[config.mk]
export PLATFORM = sky130hd
export DESIGN_NAME = simon_seq_gen
export DESIGN_NICKNAME = d
export VERILOG_FILES = /design/src/rtl/simon_seq_gen.sv
export SDC_FILE = /design/constraint.sdc
export NUM_CORES = 1
export LEC_CHECK = 0
export ABC_AREA = 0
export CAP_MARGIN = 20
export CORE_ASPECT_RATIO = 1.4
export CORE_MARGIN = 10
export CORE_UTILIZATION = 60
export DETAILED_ROUTE_END_ITERATION = 10
export PLACE_DENSITY = 0.79
export SETUP_SLACK_MARGIN = 0.2
export SYNTH_ARGS = -nofsm -noshare
export SYNTH_HDL_FRONTEND = slang
export SYNTH_SLANG_ARGS = --single-unit
[constraint.sdc]
create_clock -name CLOCK_50 -period 5.95 [get_ports CLOCK_50]
set_clock_uncertainty 0.2 [all_clocks]
set_input_delay 1.785 -clock CLOCK_50 [delete_from_list [all_inputs] [get_ports CLOCK_50]]
set_output_delay 1.785 -clock CLOCK_50 [all_outputs]
set_load 0.01 [all_outputs]
[src/rtl/simon_seq_gen.sv]
// Simon-style colour sequence store and player: LFSR-coloured appends, timed LED playback.
// rd_color has 1-cycle latency; requests arriving while busy are dropped.
module simon_seq_gen #(
    parameter int          TICKS   = 25000000,
    parameter logic [15:0] SEED    = 16'hACE1,
    parameter int          MAX_LEN = 32
) (
    input  logic       CLOCK_50,
    input  logic       reset,
    input  logic       append,
    input  logic       play,
    input  logic       clear,
    input  logic [4:0] rd_idx,
    output logic [1:0] rd_color,
    output logic [3:0] led,
    output logic [5:0] len,
    output logic       busy,
    output logic       full,
    output logic       play_done
);

    localparam logic [15:0] SEED_EFF = (SEED == 16'h0000) ? 16'hACE1 : SEED;
    localparam logic [5:0]  CAP      = 6'(MAX_LEN);
    localparam int          TW       = 27;
    localparam logic [TW-1:0] TICKS_M1 = TW'(TICKS - 1);

    typedef enum logic [1:0] {
        S_IDLE,
        S_ON,
        S_OFF,
        S_DONE
    } state_t;

    state_t          state_q, state_d;
    logic [5:0]      len_q, len_d;
    logic [5:0]      idx_q, idx_d;
    logic [TW-1:0]   timer_q, timer_d;
    logic [15:0]     lfsr_q, lfsr_d;
    logic            pend_q, pend_d;
    logic [1:0]      rd_color_q, rd_color_d;
    logic [1:0]      seq_q [32];
    logic [1:0]      seq_d [32];
    logic            full_w;

    assign full_w = (len_q == CAP);

    always_comb begin
        state_d    = state_q;
        len_d      = len_q;
        idx_d      = idx_q;
        timer_d    = timer_q;
        pend_d     = pend_q;
        seq_d      = seq_q;
        lfsr_d     = {lfsr_q[0] ^ lfsr_q[2] ^ lfsr_q[3] ^ lfsr_q[5], lfsr_q[15:1]};
        rd_color_d = seq_q[rd_idx];

        case (state_q)
            S_IDLE: begin
                if (pend_q) begin
                    // play that arrived with an append: start now that the entry is stored
                    pend_d  = 1'b0;
                    state_d = S_ON;
                    idx_d   = 6'd0;
                    timer_d = '0;
                end else if (clear) begin
                    len_d = 6'd0;
                end else if (append && !full_w) begin
                    seq_d[len_q[4:0]] = lfsr_q[1:0];
                    len_d             = len_q + 6'd1;
                    pend_d            = play;
                end else if (play) begin
                    idx_d   = 6'd0;
                    timer_d = '0;
                    state_d = (len_q == 6'd0) ? S_DONE : S_ON;
                end
            end
            S_ON: begin
                if (timer_q == TICKS_M1) begin
                    timer_d = '0;
                    state_d = S_OFF;
                end else begin
                    timer_d = timer_q + 1'b1;
                end
            end
            S_OFF: begin
                if (timer_q == TICKS_M1) begin
                    timer_d = '0;
                    idx_d   = idx_q + 6'd1;
                    state_d = ((idx_q + 6'd1) == len_q) ? S_DONE : S_ON;
                end else begin
                    timer_d = timer_q + 1'b1;
                end
            end
            S_DONE: begin
                state_d = S_IDLE;
            end
            default: begin
                state_d = S_IDLE;
            end
        endcase
    end

    always_ff @(posedge CLOCK_50) begin
        if (reset) begin
            state_q    <= S_IDLE;
            len_q      <= 6'd0;
            idx_q      <= 6'd0;
            timer_q    <= '0;
            lfsr_q     <= SEED_EFF;
            pend_q     <= 1'b0;
            rd_color_q <= 2'd0;
        end else begin
            state_q    <= state_d;
            len_q      <= len_d;
            idx_q      <= idx_d;
            timer_q    <= timer_d;
            lfsr_q     <= lfsr_d;
            pend_q     <= pend_d;
            rd_color_q <= rd_color_d;
        end
    end

    // Sequence storage is not cleared by reset; len alone defines valid entries.
    always_ff @(posedge CLOCK_50) begin
        if (!reset) begin
            seq_q <= seq_d;
        end
    end

    assign led       = (state_q == S_ON) ? (4'b0001 << seq_q[idx_q[4:0]]) : 4'b0000;
    assign rd_color  = rd_color_q;
    assign len       = len_q;
    assign busy      = (state_q != S_IDLE);
    assign full      = full_w;
    assign play_done = (state_q == S_DONE);

endmodule
==> results.md <==
Detailed routing:
- Dividing the detail-routed via count by the number of cells gives 6.29.
- The violation count after the first detailed-route iteration is 360.
- The number of nets still failing antenna checks after routing is 0.
- The mean routed wirelength per cell is 20.4 um.
- The total detailed-routing wirelength is 14800 um.
- The length of the first detailed-routing pass in iterations is 5.
- The total via count after detailed routing is 4573.
- In the routed design, unresolved DRC markers number 0.

Power and ir drop:
- The part of the power in the clock network is 0.422.
- The power per standard cell area is 326 mW/mm2.
- The internal power is approximately 1.6 mW.
- The completed layout was analyzed and its total power is 2.35 mW.
- VDD sags by at most about 0.30 mV.
- The switching part of the total power is 0.311.
- The part of the total power dissipated in sequential elements is 0.400.
- The switching power of the nets is 0.731 mW.
- The analysis attributes to cell leakage a power of 2.31 nW.
- The share of total power dissipated in combinational logic is 0.178.

Timing:
- The post-route worst hold slack is 0.207 ns.
- For the final routed database, the setup TNS stands at 0 ns.
- The fmax is about 0.19 GHz.
- Setup violations remaining at the end of the flow were counted as 0.
- In the finished design, the share of the clock period the worst path needs comes to 0.903.
- In this run the tightest slew margin relative to its limit is 0.297.
- The count of final hold-check violations is 0.
- Setup repair after global routing left no endpoint under its margin.
- At the pin with the least slew margin, the transition time is 1.05 ns.
- The final critical-path required period is ~5.4 ns.
- In the post-route analysis, the smallest setup slack over all paths is 0.575 ns.
- The number of max-slew violations in the final report was 0.

Worst setup path:
- The start of the worst register-to-register path is len[3].
- The endpoint identified for the worst register-to-register timing path is seq_q[33].
- The worst setup path is captured at a primary output.
- The critical-path maximum fanout is 17.
- The type of origin of the critical path is a flop.
- The worst setup path startpoint is idx_q[0].
- For the worst flop-to-flop path, the logic depth is 5.
- At the worst endpoint, the arrival time is 3.39 ns.
- The setup slack on the worst flop-to-flop path is 2.64 ns.
- The data required time of the critical path is roughly 4 ns.
- The type of the setup path with the least slack is flop to primary output.

Die:
- Row generation in the floorplan step produced 44 rows.
- The core area is 0.0103 mm2.
- In this run the vertical extent of the chip is 141 um.
- The horizontal extent of the die is about 110 um.
- The overall die area is 0.0149 mm2.
- The initial utilization of the core area, before any placement, comes to 0.606.
- 25 I/O pins were placed.

Global route:
- After global routing, the most crowded layer is met2.
- The met2 track demand over resource is 0.367.
- In the global route stage, overall resource usage came out at 0.202.
- The via count of the first global-routing pass is 4624.
- The number of antenna violations at the first check in global routing came to 0.
- The global routing usage on met3 is 0.0525.
- For met1 alone, demand over resource in global routing was 0.209.
- The global-route wire length before repair is 23600 um.
- Entering global routing, the biggest net connects 34 pins.
- Summed over all layers, the global routing overflow is 0.

Layout:
- The fraction of final layout cells sized beyond drive strength 1 is 0.158.
- The antenna diode count is 0.
- The total of fill cells in the finished design is 774.
- The final net count is around 600.
- The synthesis-to-finish area growth is 15.5%.
- The post-layout instance count excluding filler cells is around 730.

Logic synthesis:
- The share of the yosys chip area belonging to registers is 0.500.
- The synthesized netlist occupies a cell area of about 0.0062 mm2.
- The share of flip-flops with an asynchronous set or reset is 0.
- Ranked by total cell area, the synthesized netlist is headed by sky130_fd_sc_hd__edfxtp_1 31%, sky130_fd_sc_hd__dfxtp_1 19%, sky130_fd_sc_hd__mux4_2 11%, sky130_fd_sc_hd__nor2_1 4.1%, sky130_fd_sc_hd__mux2i_1 3.2%.
- Synthesis produced a netlist whose cell count is 550.
- The synthesized design contains 124 register bits.
- The number of enable flip-flop cells after synthesis is 64.
- The number of warnings issued by yosys is 0.
- The cell type with the highest aggregate area in the netlist is sky130_fd_sc_hd__edfxtp_1.
- Of the post-synthesis cell area, the dominant cell type holds 0.308.
- The most frequent cell after synthesis is sky130_fd_sc_hd__nor2_1.
- The predominant post-synthesis flop cell is sky130_fd_sc_hd__edfxtp_1.
- The post-synthesis average cell area is 11.4 um2.
- The count of distinct cell types in the synthesized netlist is between 60 and 70.
- The synthesized net count is 570.
- Counting instances in the post-synthesis netlist gives the leading cell types as 68 x sky130_fd_sc_hd__nor2_1, 64 x sky130_fd_sc_hd__edfxtp_1, 60 x sky130_fd_sc_hd__dfxtp_1.

Job:
- Across the run, the number of max-cap violations was 0.

Clock tree:
- The number of clock buffers added by TritonCTS is 17.
- Clock-pin slew was measured on the worst setup and hold paths at 0.06 ns.
- TritonCTS built the clock tree.
- The clock network latency to the later pin of the worst-skew pair is 0.42 ns.
- CTS built an H-tree with a depth of 4.
- The maximum number of buffers from clock root to sink is 2.
- The post-CTS setup repair buffer count is 0.
- CTS placed an instance of sky130_fd_sc_hd__clkbuf_16 at the clock tree root.
- The clock net in this run drives a total of 124 sinks.
- In this run, post-CTS hold repair placed 0 buffers.
- The number of instances resized during post-cts repair is 0.

Place:
- The post-placement setup slack is 1.01 ns.
- The congestion estimate from routability-driven global placement came to slightly below 1.
- The quantity of I/O buffers inserted on ports is 24.
- The placed wire-length estimate after detailed placement is 10700 um.
- After detailed placement, the design holds a cell count of 694.

Min path:
- The instance count along the most critical hold path is 1.
- The end point of the most critical hold path is lfsr_q[6].
- The worst hold path begins at lfsr_q[7].
- The worst min-delay path category is flop to flop.

Status:
- The run finished with clean final reports.
layer usage:
metal / vias to the layer above / wire length (um)
met3: 50 / 842
met5: - / 0
met2: 172 / 7970
met4: 0 / 602
met1: 2211 / 5390
li1: 2140 / -
worst max path at each step:
stage,to,cells after the start
floorplan,led[0],6
global placement,led[0],6
detailed placement,led[0],6
CTS,led[0],6
global route,led[0],6
finish,led[0],6
cell families after synthesis:
group                    synth area share
XOR/XNOR                           0.0351
AO/OA/AOI/OAI                       0.110
multiplexers                        0.140
flip-flops                          0.500
buffers and inverters              0.0283
adder cells (fa/ha/maj)            0.0200
AND/OR/NAND/NOR                     0.166
registers in the layout, summed over array words and instances (netlist names):
register and count:
rd_color 2, idx_q 6, timer_q 27, lfsr_q 16
seq_q 64, pend_q 1, state_q 2, len 6
through the flow:
step	instance area, um2	util
floorplan	6240	-
global route	7210	0.701
finish	7210	0.701
detailed placement	6610	0.642
global placement	6610	0.642
CTS	7190	0.698
cells in the final DEF, fill, tap and decap left out, types with 4 or more instances in the layout:
cell type,netlist,routed
sky130_fd_sc_hd__a2111oi_0,4,4
sky130_fd_sc_hd__a2111oi_2,6,6
sky130_fd_sc_hd__a211oi_1,5,5
sky130_fd_sc_hd__a21oi_1,19,19
sky130_fd_sc_hd__a22oi_1,4,4
sky130_fd_sc_hd__a31oi_1,4,4
sky130_fd_sc_hd__and2_1,4,4
sky130_fd_sc_hd__and3_1,4,4
sky130_fd_sc_hd__buf_4,0,9
sky130_fd_sc_hd__clkbuf_16,0,17
sky130_fd_sc_hd__clkdlybuf4s50_1,0,24
sky130_fd_sc_hd__dfxtp_1,60,60
sky130_fd_sc_hd__edfxtp_1,64,64
sky130_fd_sc_hd__ha_1,10,10
sky130_fd_sc_hd__inv_1,17,17
sky130_fd_sc_hd__inv_6,0,5
sky130_fd_sc_hd__inv_8,0,5
sky130_fd_sc_hd__mux2i_1,20,20
sky130_fd_sc_hd__mux4_2,30,30
sky130_fd_sc_hd__nand2_1,34,34
sky130_fd_sc_hd__nand3_1,22,22
sky130_fd_sc_hd__nand3b_1,7,7
sky130_fd_sc_hd__nand4_1,6,6
sky130_fd_sc_hd__nor2_1,68,68
sky130_fd_sc_hd__nor2b_1,13,13
sky130_fd_sc_hd__nor3_1,5,5
sky130_fd_sc_hd__nor4_1,8,8
sky130_fd_sc_hd__o2111ai_1,4,4
sky130_fd_sc_hd__o21ai_0,14,14
sky130_fd_sc_hd__o31ai_1,4,4
sky130_fd_sc_hd__or2_2,8,8
sky130_fd_sc_hd__or3_1,9,9
sky130_fd_sc_hd__xnor2_1,19,19
sky130_fd_sc_hd__xor2_1,6,6
worst max-delay path: stages, from the launching register on:
cell and delay, ns:
sky130_fd_sc_hd__dfxtp_1 0.81, sky130_fd_sc_hd__mux4_2 0.60, sky130_fd_sc_hd__mux4_2 0.47, sky130_fd_sc_hd__nand2_1 0.09, sky130_fd_sc_hd__nand2_1 0.07, sky130_fd_sc_hd__nor4_1 0.31
sky130_fd_sc_hd__clkdlybuf4s50_1 0.61
cell type report:
class	count	area [um2]	share of cell area
tap	138	173	0.0239
timing repair buffer	34	335	0.0465
inverter	17	63.8	0.00885
sequential	124	3120	0.433
clock buffer	17	425	0.0590
clock inverter	15	149	0.0206
multi-input combinational	382	2940	0.408
power groups by stage:
stage	Clock [mW]	Combinational (mW)	Sequential (mW)
6_report	0.990	0.418	0.940
5_1_grt	1.04	0.461	0.942
4_1_cts	1.00	0.412	0.942
3_5_place_dp	0	0.408	0.960
3_3_place_gp	0	0.398	0.959
2_1_floorplan	0	0.280	0.954
Note: power is estimated with default switching activity, not from simulation.
